<file path="config.mk">
export PLATFORM = sky130hd
export DESIGN_NAME = rotor_step_ctrl
export DESIGN_NICKNAME = d
export VERILOG_FILES = /design/src/rtl/rotor_step_ctrl.sv
export SDC_FILE = /design/constraint.sdc
export NUM_CORES = 1
export LEC_CHECK = 0
export ABC_CLOCK_PERIOD_IN_PS = 1700
export CAP_MARGIN = 20
export CORE_UTILIZATION = 30
export DETAILED_ROUTE_END_ITERATION = 7
export PLACE_DENSITY_LB_ADDON = 0.12
export SLEW_MARGIN = 20
export SYNTH_ARGS = -nofsm -noshare
export SYNTH_HDL_FRONTEND = slang
export SYNTH_SLANG_ARGS = --single-unit
</file>
<file path="constraint.sdc">
create_clock -name clk -period 1.7 [get_ports clk]
set_input_delay 0.51 -clock clk [delete_from_list [all_inputs] [get_ports clk]]
set_output_delay 0.51 -clock clk [all_outputs]
set_load 0.01 [all_outputs]
</file>
<file path="src/rtl/rotor_step_ctrl.sv">
// Rotor stepping controller: loads initial rotor positions and
// advances them once per accepted key, with notch carry and double-step.
module rotor_step_ctrl #(
  parameter int unsigned NOTCH_0 = 16,
  parameter int unsigned NOTCH_1 = 4
) (
  input  logic       clk,
  input  logic       rst,
  input  logic       load,
  input  logic [4:0] pozitie_initiala_0,
  input  logic [4:0] pozitie_initiala_1,
  input  logic [4:0] pozitie_initiala_2,
  input  logic       key_valid,
  output logic       key_ready,
  output logic [4:0] pozitie_0,
  output logic [4:0] pozitie_1,
  output logic [4:0] pozitie_2,
  output logic       pos_valid,
  output logic       cfg_err
);

  localparam logic [4:0] N0 = 5'(NOTCH_0);
  localparam logic [4:0] N1 = 5'(NOTCH_1);

  typedef enum logic [1:0] {
    S_UNCFG = 2'd0,
    S_IDLE  = 2'd1,
    S_BUSY  = 2'd2
  } state_t;

  state_t     state_q;
  logic [4:0] p0_q, p1_q, p2_q;
  logic [4:0] p0_d, p1_d, p2_d;
  logic [4:0] l0_d, l1_d, l2_d;
  logic       err_d;
  logic       ready_q, pv_q, err_q;
  logic       c1, d1;

  function automatic logic [4:0] inc26(input logic [4:0] v);
    return (v == 5'd25) ? 5'd0 : v + 5'd1;
  endfunction

  function automatic logic [4:0] clamp(input logic [4:0] v);
    return (v > 5'd25) ? 5'd0 : v;
  endfunction

  // Stepped positions from the pre-step values, and sanitized load values.
  always_comb begin
    c1    = (p0_q == N0);
    d1    = (p1_q == N1);
    p0_d  = inc26(p0_q);
    p1_d  = (c1 || d1) ? inc26(p1_q) : p1_q;
    p2_d  = d1 ? inc26(p2_q) : p2_q;
    l0_d  = clamp(pozitie_initiala_0);
    l1_d  = clamp(pozitie_initiala_1);
    l2_d  = clamp(pozitie_initiala_2);
    err_d = (pozitie_initiala_0 > 5'd25) ||
            (pozitie_initiala_1 > 5'd25) ||
            (pozitie_initiala_2 > 5'd25);
  end

  // Control FSM with registered handshake and position outputs; load wins.
  always_ff @(posedge clk or posedge rst) begin
    if (rst) begin
      state_q <= S_UNCFG;
      p0_q    <= 5'd0;
      p1_q    <= 5'd0;
      p2_q    <= 5'd0;
      ready_q <= 1'b0;
      pv_q    <= 1'b0;
      err_q   <= 1'b0;
    end else if (load) begin
      state_q <= S_IDLE;
      p0_q    <= l0_d;
      p1_q    <= l1_d;
      p2_q    <= l2_d;
      ready_q <= 1'b1;
      pv_q    <= 1'b0;
      err_q   <= err_d;
    end else begin
      unique case (state_q)
        S_IDLE: begin
          if (key_valid) begin
            state_q <= S_BUSY;
            p0_q    <= p0_d;
            p1_q    <= p1_d;
            p2_q    <= p2_d;
            ready_q <= 1'b0;
            pv_q    <= 1'b1;
          end
        end
        S_BUSY: begin
          state_q <= S_IDLE;
          ready_q <= 1'b1;
          pv_q    <= 1'b0;
        end
        default: begin
          state_q <= S_UNCFG;
          ready_q <= 1'b0;
          pv_q    <= 1'b0;
        end
      endcase
    end
  end

  assign key_ready = ready_q;
  assign pos_valid = pv_q;
  assign cfg_err   = err_q;
  assign pozitie_0 = p0_q;
  assign pozitie_1 = p1_q;
  assign pozitie_2 = p2_q;

endmodule
</file>
==> results of run 1 <==
==> power by group <==
part	internal [W]	switching (W)	leakage, nW
logic	0.000336	0.000290	0.704
clock network	0.000158	0.000150	0.0216
registers	0.000502	0.0000630	0.214
==> worst max-delay path by stage <==
stage                         endpoint  slack (ns)         start  cells after the start
final                     pozitie_2[2]        0.04  pozitie_2[2]                      1
after global routing      pozitie_1[0]      0.0009  pozitie_0[1]                      6
after CTS                 pozitie_2[3]       -0.04     key_valid                      5
after detailed placement  pozitie_2[3]       -0.41     key_valid                      5
after global placement    pozitie_2[3]       -0.38     key_valid                      5
after floorplan           pozitie_2[0]        0.09  pozitie_1[0]                      5
==> final cells by class <==
type / count / area [um^2]
Multi-Input combinational cell: 97 / 723
Clock buffer: 3 / 41.3
Sequential cell: 18 / 455
Inverter: 12 / 45.0
Tap cell: 48 / 60.1
Fill cell: 359 / 1840
Timing Repair Buffer: 68 / 603
==> worst register-to-register path, stage by stage, from the launching register on <==
cell and delay (ns):
dfrtp_2 0.41, buf_4 0.16, and4bb_4 0.39, a21oi_4 0.10, o21bai_1 0.18, a211o_1 0.30
==> cells in the final DEF (no fill, tap or decap), types with 2 or more instances in the layout <==
master / netlist / layout
a21o_1: 2 / 2
a21oi_1: 6 / 6
a221oi_2: 0 / 2
a31oi_1: 2 / 2
a32oi_1: 2 / 2
and3_1: 2 / 2
buf_4: 0 / 32
clkbuf_8: 0 / 3
clkdlybuf4s50_1: 0 / 20
dfrtp_1: 18 / 14
dfrtp_2: 0 / 4
dlygate4sd2_1: 0 / 10
dlymetal6s2s_1: 0 / 6
ha_1: 8 / 8
inv_1: 12 / 11
mux2_2: 3 / 3
mux2i_1: 2 / 2
nand2_1: 5 / 5
nand3_1: 12 / 12
nand4_1: 2 / 2
nand4b_1: 2 / 2
nor2_1: 7 / 6
nor3_1: 2 / 2
o211ai_1: 4 / 4
o21ai_0: 13 / 13
==> metal layers <==
layer,wire length (um),GRT usage [%],part of all wire (%),vias up
li1,-,-,-,628
met1,1590,22.4,47,602
met2,1650,27.4,48,34
met3,120,2.43,3.5,6
met4,53,7.07,1.6,0
met5,0,0,0,-
==> through the flow <==
step                      area (um^2)  setup TNS [ns]  instances  utilization (%)  hold slack, ns
after CTS                        1900         -0.0401        246             50.4           0.516
after floorplan                  1210               0        131                -           0.449
after detailed placement         1790           -4.64        235             47.4           0.506
after global routing             1930               0        246             51.1           0.489
final                            1930               0        246             51.1           0.481
after global placement           1790           -4.39        235             47.4           0.500
==> logic make-up after synthesis <==
group / synth area share (%)
AO/OA/AOI/OAI: 25.2
buffers and inverters: 5.29
multiplexers: 4.46
XOR/XNOR: 0.726
flip-flops: 37.3
adder cells (fa/ha/maj): 8.30
AND/OR/NAND/NOR: 18.7
==> timing repair <==
action,CTS,global route
buffers inserted,8,0
pin swaps,0,1
gates resized for setup,18,9
hold buffers,0,0
setup endpoints to repair,27,15
cloned,0,0
==> state kept, by name, summed over array words and instances (netlist names) <==
signal,count
cfg_err,1
key_ready,1
pozitie_0,5
pozitie_1,5
pozitie_2,5
state_q,1
==> metrics.md, run 1 <==
| Metric | Value |
|---|---|
| Routed via count | 1270 |
| Slew headroom | 73.6% |
| Final ANT Viol Nets | 0 |
| Ys async rst share | 100% |
| Share of layout cells above drive strength 1 | 26.8% |
| Pin count of the biggest net entering global routing | 19 |
| P per Cell Area | 777 nW/um^2 |
| Io pins | 37 |
| Seq/Total Area, Yosys | 37.3% |
| Initial antenna violation count | 0 |
| Hold Path Origin | key_valid |
| Initial Utilization | 32.0% |
| Gr usage total | 16.9% |
| CP peak stage delay | 0.54 ns |
| Wirelength, routed | 3410 um |
| Tightest Hold Check Type | in2reg |
| Chip Width | 65.4 um |
| Critical Path Sink Type | output pin |
| CP Launch Type | register |
| Min cycle time layout | 1.66 ns |
| Post-synthesis instance area | 1210 um^2 |
| # Max-Cap Violations | 0 |
| Fin worst setup slack | 0.0373 ns |
| Pleak | 0.940 nW |
| GR Overflow Total | 0 |
| Reg clk slew, reported paths | 0.07 ns |
| Distinct cells, synth | 41 |
| CTS tree | built |
| Syn avg cell area | 9.21 um^2 |
| Number of I/O port buffers | 36 |
| Chip height | 65.4 um |
| CP arrival | 1.15 ns |
| First-pass GRT wire length | 5580 um |
| R2R Setup Slk | 0.06 ns |
| CTS H-Tree Depth | 1 |
| Most common cell in the netlist | dfrtp_1 |
| Post-detail-place hpwl | 2490 um |
| Row count | 22 |
| Vias/cell | 5.16 |
| Setup violators final | 0 |
| CP max stage cell | clkdlybuf4s50_1 |
| Final Hold Viols | 0 |
| Synth area leaders | dfrtp_1 (37%), ha_1 (8.3%), o21ai_0 (5.4%) |
| Mapped Nets | 158 |
| Clk sink count | 18 |
| Worst Tran Pin Value | 0.394 ns |
| Drt pass-1 iters | 4 |
| Crit path buffers/inverters | 1 |
| Post-synth EDFFs | 0 |
| Routability congestion estimate | 0.831 |
| Vias in the first global route | 1205 |
| Clk_skew | 0.00303 ns |
| Crit Reg-Reg Startpoint | pozitie_1[3] |
| Post-synth top area cell | dfrtp_1 |
| Layout area overhead | 59.9% |
| ANT cells | 0 |
| Critical path class | reg2out |
| Hold Path Stages | 2 |
| Area share of the largest cell type after synthesis | 37.3% |
| WL per Instance | 13.9 um |
| Slew Viols, Final | 0 |
| Die Area | 4280 um^2 |
| Worst EP required | 1.19 ns |
| CTS buffer count | 3 |
| Post-Synthesis Cells | 131 |
| FF-to-FF End | pozitie_2[3] |
| Later-pin clock latency in the skew report | 0.26 ns |
| CP max FO | 2 |
| Period utilisation layout | 97.8% |
| Final nets | 227 |
| Hold Crit Endpoint | key_ready |
| Root Buffer Master | clkbuf_8 |
| Crit-path leading delay family | buffers and inverters |
| Syn. warnings | 0 |
| Core ar. | 3770 um^2 |
| DP Worst Slack | -0.409 ns |
| Worst ir drop on vdd | 0.381 mV |
| Crit-path cells | clkdlybuf4s50_1 |
| Unrepaired setup endpoints after global routing | false |
| Outcome | complete, no violations |
| Reg2Reg Depth | 5 |
| DRC | 0 |
| Max clock buf depth | 2 |
| #FFs+latches synth | 18 |
| DRT iter0 DRCs | 45 |
| Top FF cell, synth | dfrtp_1 |
| Fmax | 601 MHz |
| Synth top cells by count | dfrtp_1 (18), o21ai_0 (13), inv_1 (12), nand3_1 (12), ha_1 (8) |
| Final Total Pwr | 0.00150 W |
No activity file was read; power rests on OpenSTA's default activity.
==> inputs of run 2 (changes only) <==
- CAP_MARGIN: 20 -> unset
- GPL_ROUTABILITY_DRIVEN: unset -> 0
- SLEW_MARGIN: 20 -> unset
==> results of run 2 <==
Final layout, timing and power as in run 1 (identical DEF).
==> inputs of run 3 (changes only) <==
- CORE_UTILIZATION: 30 -> 46
==> run 3 against run 2 <==
  * Worst hold slack better by 0.074 ns
  * Count of clock-buffer cells in the layout stayed put
  * Via count is 1.7% higher
  * First-iteration DRC count is 56% lower
  * Critical path type is now in2reg
  * Critical endpoint is now pozitie_2[4]
  * Highest routed layer unchanged
==> metrics.md, run 3 (synthesis results as in run 1) <==
| Metric | Value |
|---|---|
| Share of layout cells above drive strength 1 | 27.7% |
| Crit-path cells | clkdlybuf4s50_1 -> and3b_2 -> a21oi_2 -> mux2_2 |
| CP max stage cell | clkdlybuf4s50_1 |
| Fmax | 596 MHz |
| Reg2Reg Depth | 6 |
| Unrepaired setup endpoints after global routing | true |
| Pin count of the biggest net entering global routing | 19 |
| Reg clk slew, reported paths | 0.11 ns |
| Number of I/O port buffers | 36 |
| FF-to-FF End | pozitie_2[3] |
| Root Buffer Master | clkbuf_4 |
| Critical Path Sink Type | register |
| CTS H-Tree Depth | 1 |
| Worst ir drop on vdd | 0.552 mV |
| Period utilisation layout | 98.6% |
| Worst EP required | 1.89 ns |
| Core ar. | 2480 um^2 |
| # Max-Cap Violations | 0 |
| DRC | 0 |
| Chip Width | 53.2 um |
| Int Pwr | 0.000920 W |
| Die Area | 2830 um^2 |
| Worst Tran Pin Value | 0.386 ns |
| Initial Utilization | 48.7% |
| Post-Place Cells | 218 |
| Crit-path leading delay family | buffers and inverters |
| CP max FO | 6 |
| Fill cells | 202 |
| Max clock buf depth | 2 |
| R2R Setup Slk | 0.08 ns |
| WL per Instance | 14.3 um |
| Post-detail-place hpwl | 2460 um |
| Power share of the sequential group | 39.0% |
| Sw frac | 34.9% |
| P per Cell Area | 751 nW/um^2 |
| Final ANT Viol Nets | 0 |
| Io pins | 37 |
| Clk sink count | 18 |
| Clk pwr share | 15.5% |
| Final nets | 231 |
| Slew Viols, Final | 0 |
| Routed via count | 1291 |
| Critical path class | in2reg |
| Setup violators final | 0 |
| Gate power share | 45.5% |
| ANT cells | 0 |
| Crit path buffers/inverters | 1 |
| CP peak stage delay | 0.42 ns |
| Final cell count without fillers | 232 |
| Clk_skew | 0.00134 ns |
| CP Launch Type | input pin |
| CP arrival | 1.87 ns |
| Hold Slack | 0.556 ns |
| Commonest cells after routing, fill and taps aside | buf_4 (35), dlygate4sd2_1 (18), clkdlybuf4s50_1 (17) |
| Gr usage total | 26.1% |
| Vias/cell | 5.56 |
| Chip height | 53.2 um |
| Min cycle time layout | 1.68 ns |
| Final Hold Viols | 0 |
| NetSw | 0.000494 W |
| Later-pin clock latency in the skew report | 0.29 ns |
| Outcome | complete, no violations |
| CTS buffer count | 3 |
| Slew headroom | 74.2% |
| Crit Reg-Reg Startpoint | pozitie_1[1] |
| Drt pass-1 iters | 4 |
| Pleak | 0.906 nW |
| Vias in the first global route | 1234 |
| Wirelength, routed | 3310 um |
| Tightest Hold Check Type | in2async |
| DRT iter0 DRCs | 20 |
| Commonest non-fill, non-tap cell in the layout | buf_4 |
| CTS tree | built |
| Row count | 18 |
| First-pass GRT wire length | 5350 um |
| Layout area overhead | 56.1% |
| GR Overflow Total | 0 |
| Initial antenna violation count | 0 |
-- run 3: cell types whose count changed in the layout (fill, tap and decap cells not counted), moves of 2 or more --
cell,change
clkdlybuf4s50_1,-3
dfrtp_1,+2
clkbuf_8,-3
dlygate4sd2_1,+8
buf_4,+3
dlymetal6s2s_1,-5
dfrtp_2,-2
clkbuf_4,+3
-- run 3: area by class of cell --
cell class | instances | area (um^2) | share of cell area, %
multi-input combinational | 97 | 711 | 37.7
timing repair buffer | 72 | 614 | 32.6
sequential | 18 | 453 | 24.1
inverter | 12 | 45.0 | 2.39
tap | 30 | 37.5 | 1.99
clock buffer | 3 | 22.5 | 1.20
-- run 3: worst register-to-register path, stage by stage (launching register included) --
cell and delay (ns):
dfrtp_1 0.40, inv_1 0.08, ha_1 0.16, and4bb_4 0.29, a21oi_2 0.12, o21bai_1 0.18, a211o_1 0.30
-- run 3: worst max path at each step --
| stage | start | end | slack [ns] | depth (start not counted) |
|---|---|---|---|---|
| 2_1_floorplan | pozitie_1[0] | pozitie_2[0] | 0.09 | 5 |
| 3_3_place_gp | key_valid | pozitie_2[3] | -0.32 | 5 |
| 3_5_place_dp | key_valid | pozitie_2[3] | -0.34 | 5 |
| 5_1_grt | pozitie_1[1] | pozitie_2[3] | -0.009 | 6 |
| 6_report | key_valid | pozitie_2[4] | 0.02 | 4 |
| 4_1_cts | key_valid | pozitie_0[2] | 0.02 | 6 |
-- run 3: routing by layer --
| metal | global-route usage (%) | part of all wire [%] |
|---|---|---|
| met4 | 10.5 | 0.42 |
| met1 | 32.5 | 46 |
| met3 | 3.74 | 4.2 |
| met2 | 44.4 | 49 |
| met5 | 0 | 0 |
-- run 3: metrics by stage --
step                      util [%]  instance area, um^2  total power [W]  setup slack (ns)  setup TNS, ns
after floorplan                  -                 1210         0.000840            0.0866              0
after CTS                     75.4                 1870          0.00141            0.0205              0
after global placement        71.6                 1770          0.00114            -0.316          -3.43
after global routing          76.0                 1880          0.00152          -0.00857        -0.0129
final                         76.0                 1880          0.00141            0.0232              0
after detailed placement      71.6                 1770          0.00116            -0.342          -3.89
-- run 3: power groups by stage --
stage	clock [W]	sequential (W)	combinational, W
3_5_place_dp	0	0.000593	0.000569
2_1_floorplan	0	0.000617	0.000223
6_report	0.000219	0.000552	0.000644
3_3_place_gp	0	0.000588	0.000554
5_1_grt	0.000247	0.000561	0.000708
4_1_cts	0.000229	0.000545	0.000639
-- run 3: repair_timing --
| item | CTS | global route |
|---|---|---|
| endpoints found under the setup margin | 19 | 10 |
| gates resized for setup | 21 | 8 |
| pin swaps | 0 | 3 |
| setup buffers | 12 | 0 |
| hold buffers | 0 | 0 |
==> RTL change 1: new RTL, settings of run 1 <==
Reset style: synchronous (`rst`), changed in one clocked block.
--- a/src/rtl/rotor_step_ctrl.sv
+++ b/src/rtl/rotor_step_ctrl.sv
@@ -60,7 +60,7 @@
   end
 
   // Control FSM with registered handshake and position outputs; load wins.
-  always_ff @(posedge clk or posedge rst) begin
+  always_ff @(posedge clk) begin
     if (rst) begin
       state_q <= S_UNCFG;
       p0_q    <= 5'd0;
Formal check against the unedited RTL: differs if rst is asserted again (counterexample within 4 cycles, from zero or initial values and one cycle with rst high); with rst held inactive, the same outputs for 10 cycles.
==> RTL change 1 against run 1 <==
Combinational power fell by 36%. Synthesized area rose by 4.6%. Cell count rose by 7.7%. Wire length rose by 13%. Via count rose by 10%. Design area rose by 5.3%. Count of clock-buffer cells in the layout rose by 1. Synthesized cell count rose by 12%. First-iteration DRC count rose by 120%. Critical endpoint is now pozitie_1[3]. Critical path type unchanged. Total power fell by 18%. Setup slack improved by 0.0030 ns. Highest routed layer unchanged. Sequential cell count rose by 1.
==> RTL change 1: results (changes against run 1) <==
- Worst R2R Path Depth: 7 (+2)
- Status: completed
- Clock Latency Late Sink: 0.25 ns
- Filler cells: 392 (+9.2%)
- Critical Path AT: 1.15 ns (about the same)
- Critical Path Fanout Max: 3 (+1)
- Max VDD drop: 0.245 mV (-36%)
- Post-synth top cells: dfxtp_1 (19), a21oi_1 (10), nor2_1 (10)
- Nets: 243 (+7.0%)
- CP max-delay cell: clkdlybuf4s50_1
- Hpwl dp: 3.04 mm (+22%)
- Sequential area share after synthesis: 30.2% (-7.2 points)
- Share of cells above drive strength 1: 28.8% (+2.1 points)
- Lkg Pwr: 0.890 nW (-5.3%)
- Unique masters post-synth: 45 (+9.8%)
- Crit path from: pozitie_1[3]$_SDFFE_PP0P_
- Reg-to-reg slack, setup: 0.16 ns (+0.10 ns)
- Clock Pin Slew Worst Setup and Hold Paths: 0.07 ns (about the same)
- Crit Reg-Reg Startpoint: pozitie_1[0]$_SDFFE_PP0P_
- Max Root-Sink Buffers: 2 (unchanged)
- CTS Buf Count: 3 (unchanged)
- Placer Congestion: 0.880 (+5.8%)
- Max incr delay on CP: 0.54 ns (about the same)
- Family with the most delay on the worst path: buffers and inverters
- Total inserted antenna cells: 0 (unchanged)
- Clk root buf: clkbuf_8
- Yosys warning total: 0 (unchanged)
- H-tree Lvls: 1 (unchanged)
- Mapped Cells: 147 (+12%)
- GRT Overall Usage: 18.6% (+1.6 points)
- R2R Path End: pozitie_1[1]$_SDFFE_PP0P_
- Non-filler instance count after layout: 265 (+7.7%)
- Worst Hold Launch: pos_valid$_SDFFE_PP0P_
- Ys async rst share: 0% (-100 points)
- Pin count of the biggest net entering global routing: 18 (-1)
- WL final: 3.87 mm (+13%)
- PortBufs: 36 (unchanged)
- # DRC: 0 (unchanged)
- First-pass GRT wire length: 6.35 mm (+14%)
- Hold Path Class: register to register
- Vias in the first global route: 1359 (+13%)
- Synth Net Count: 174 (+10%)
- Iteration-0 DRC Markers: 97 (+120%)
- Synth area leaders: dfxtp_1 (30%), ha_1 (7.9%), a211oi_1 (4.2%)
- Initial antenna violation count: 0 (unchanged)
- Clock skew: 0.00277 ns (-0.000265 ns)
- Worst Setup EP: pozitie_1[3]
- Post-synth top flop: dfxtp_1
- Least-Margin Pin Slew: 0.409 ns (+0.0150 ns)
- Via density: 5.28 (+2.3%)
- Placed insts: 259 (+10%)
## RTL change 1: cells by family after synthesis
| kind of cell | share of synthesized area [%] |
|---|---|
| AO/OA/AOI/OAI | 29.5 |
| XOR/XNOR | 2.08 |
| adder cells (fa/ha/maj) | 7.94 |
| flip-flops | 30.2 |
| buffers and inverters | 4.96 |
| AND/OR/NAND/NOR | 25.4 |
## RTL change 1: worst min-delay path by stage
stage / end / slack [ns] / cells past startpoint
final: pos_valid$_SDFFE_PP0P_ / 0.50 / 2
after global routing: pozitie_0[2]$_SDFFE_PP0P_ / 0.54 / 2
after CTS: pos_valid$_SDFFE_PP0P_ / 0.51 / 2
after detailed placement: pos_valid$_SDFFE_PP0P_ / 0.50 / 2
after global placement: pos_valid$_SDFFE_PP0P_ / 0.49 / 2
after floorplan: pos_valid$_SDFFE_PP0P_ / 0.51 / 2
## RTL change 1: power by group
part / leakage, nW / internal [mW] / switching, mW
sequential: 0.160 / 0.481 / 0.0354
combinational: 0.707 / 0.214 / 0.185
clock: 0.0228 / 0.166 / 0.145
## RTL change 1: area by class of cell
| type | instances | share of cell area, % |
|---|---|---|
| Clock buffer | 4 | 2.22 |
| Inverter | 10 | 1.85 |
| Multi-Input combinational cell | 113 | 42.2 |
| Sequential cell | 19 | 19.4 |
| Tap cell | 50 | 3.08 |
| Timing Repair Buffer | 69 | 31.3 |
## RTL change 1: through the flow
stage | setup slack, ns | TNS (ns) | area [um2] | total power, mW | hold slack, ns
final | 0.0404 | 0 | 2030 | 1.23 | 0.503
after global routing | 0.000638 | 0 | 2030 | 1.30 | 0.544
after CTS | 0.00104 | 0 | 1970 | 1.23 | 0.512
after detailed placement | -0.310 | -3.79 | 1900 | 0.910 | 0.496
after global placement | -0.361 | -3.58 | 1900 | 0.907 | 0.491
after floorplan | 0.258 | 0 | 1260 | 0.691 | 0.512
## RTL change 1: layer usage
metal / up-vias / wire [um] / track usage, %
li1: 707 / - / -
met1: 665 / 1840 / 24.1
met2: 26 / 1870 / 32.1
met3: 2 / 132 / 2.23
met4: 0 / 26 / 4.79
met5: - / 0 / 0
## RTL change 1: what timing repair did
item                                    CTS  global route
pin swaps                                 2             4
endpoints found under the setup margin   16            19
setup buffers                             1             1
resized for setup                        16            14
==> RTL change 2: new RTL, config.mk and constraints of run 1 <==
Without the edit above. The parameter `NOTCH_0` goes from 16 to 12.
--- a/src/rtl/rotor_step_ctrl.sv
+++ b/src/rtl/rotor_step_ctrl.sv
@@ -1,7 +1,7 @@
 // Rotor stepping controller: loads initial rotor positions and
 // advances them once per accepted key, with notch carry and double-step.
 module rotor_step_ctrl #(
-  parameter int unsigned NOTCH_0 = 16,
+  parameter int unsigned NOTCH_0 = 12,
   parameter int unsigned NOTCH_1 = 4
 ) (
   input  logic       clk,
Check against the original RTL: not equivalent (a bounded check fails within 4 cycles, from zero or initial values and one cycle with rst high).
==> RTL change 2 against run 1 <==
Critical endpoint is now cfg_err. Utilization down 0.33 points. Synthesized area increased by 3.9%. Total power rose by 28%. Design area grew 5.4%. Synthesized cell count down 1.5%. Sequential power rose by 9.4%. Wire length grew 3.7%. Sequential cell count unchanged. Setup slack got worse by 0.0058 ns. Largest power group unchanged.
==> RTL change 2: results (changes against run 1) <==
- Status: completed
- Share of cells above drive strength 1: 28.1% (+1.3 points)
- Post-synth top cells: dfrtp_1 (18), inv_1 (13), a21oi_1 (11)
- Crit Reg-Reg Startpoint: pozitie_0[0]$_DFFE_PP0P_
- GRT Overall Usage: 16.5% (-0.40 points)
- WL met2: 1.64 mm (-0.36%)
- Placer Congestion: 0.851 (+2.4%)
- Pin count of the biggest net entering global routing: 20 (+1)
- Dpl cell area: 1860 um2 (+4.0%)
- R2R Path End: pozitie_1[4]$_DFFE_PP0P_
- Filler cells: 382 (+6.4%)
- Via density: 5.24 (+1.5%)
- Metal3 WL: 174 um (+45%)
- Max VDD drop: 0.654 mV (+72%)
- Rel. slew slack: 66.5% (-7.1 points)
- Hpwl dp: 2.51 mm (+0.73%)
- Vias in the first global route: 1273 (+5.6%)
- WHS: 0.564 ns (+0.0828 ns)
- Switching Power: 672 uW (+34%)
- Clock skew: 0.000743 ns (-0.00229 ns)
- Crit path from: cfg_err$_DFFE_PP0P_
- Post-place setup slack: -0.305 ns (+0.105 ns)
- Comb power: 945 uW (+51%)
- Clk network pwr share: 18.7% (-1.8 points)
- Synth Net Count: 156 (-1.3%)
- Critical Path Fanout Max: 2 (unchanged)
- Hold EP: cfg_err$_DFFE_PP0P_
- Worst R2R Path Depth: 7 (+2)
- WL/cell: 14.0 um (+0.79%)
- Worst Hold Launch: cfg_err$_DFFE_PP0P_
- Hold Path Class: register to register
- Max Root-Sink Buffers: 2 (unchanged)
- P per Cell Area: 946 nW/um2 (+22%)
- Iteration-0 DRC Markers: 107 (+140%)
- Synth area leaders: dfrtp_1 (36%), ha_1 (8.0%), a21oi_1 (4.4%)
- Worst Setup EP: cfg_err
- Unique masters post-synth: 42 (+2.4%)
- FMAX: 599 MHz (-0.35%)
- First-pass GRT wire length: 5.49 mm (-1.6%)
RTL change 2: cell types whose count changed in the layout (fill, tap and decap cells not counted), moves of 5 or more:
cell,change
a21oi_1,+5
nand3_1,-5
nor3_1,+5
o21ai_0,-6
RTL change 2: layout make-up:
type / instances / area (um2) / area share [%]
multi-input combinational: 94 / 731 / 36.0
inverter: 13 / 48.8 / 2.40
sequential: 18 / 452 / 22.2
clock buffer: 4 / 55.1 / 2.71
tap: 50 / 62.6 / 3.08
timing repair buffer: 74 / 683 / 33.6
RTL change 2: metal layers:
| metal | vias up | global-route usage (%) |
|---|---|---|
| met3 | 7 | 3.25 |
| met1 | 637 | 20.5 |
| met2 | 44 | 27.8 |
| met4 | 0 | 6.65 |
| met5 | - | 0 |
| li1 | 638 | - |
RTL change 2: logic make-up (layout without fill, tap and decap cells):
| kind of cell | count (synthesis) | count (layout) | share of synthesized area (%) |
|---|---|---|---|
| buffers and inverters | 17 | 91 | 7.49 |
| and+or+nand+nor | 37 | 37 | 20.2 |
| xor gates and xnor gates | 1 | 1 | 0.699 |
| AOI/OAI and AO/OA | 45 | 45 | 25.0 |
| DFF | 18 | 18 | 35.9 |
| muxes | 3 | 3 | 2.79 |
| adders and majority gates | 8 | 8 | 7.98 |
RTL change 2: timing repair:
action | 4_1_cts | 5_1_grt
endpoints found under the setup margin | 19 | 18
pin swaps | 0 | 2
setup buffers | 11 | 0
gates resized for setup | 9 | 13
RTL change 2: per-stage QoR:
stage,TNS [ns],util [%],cells
finish,0,50.8,253
detailed placement,-3.45,46.5,238
global placement,-3.52,46.5,238
global route,-0.000684,50.8,253
floorplan,0,-,129
CTS,0,49.8,253
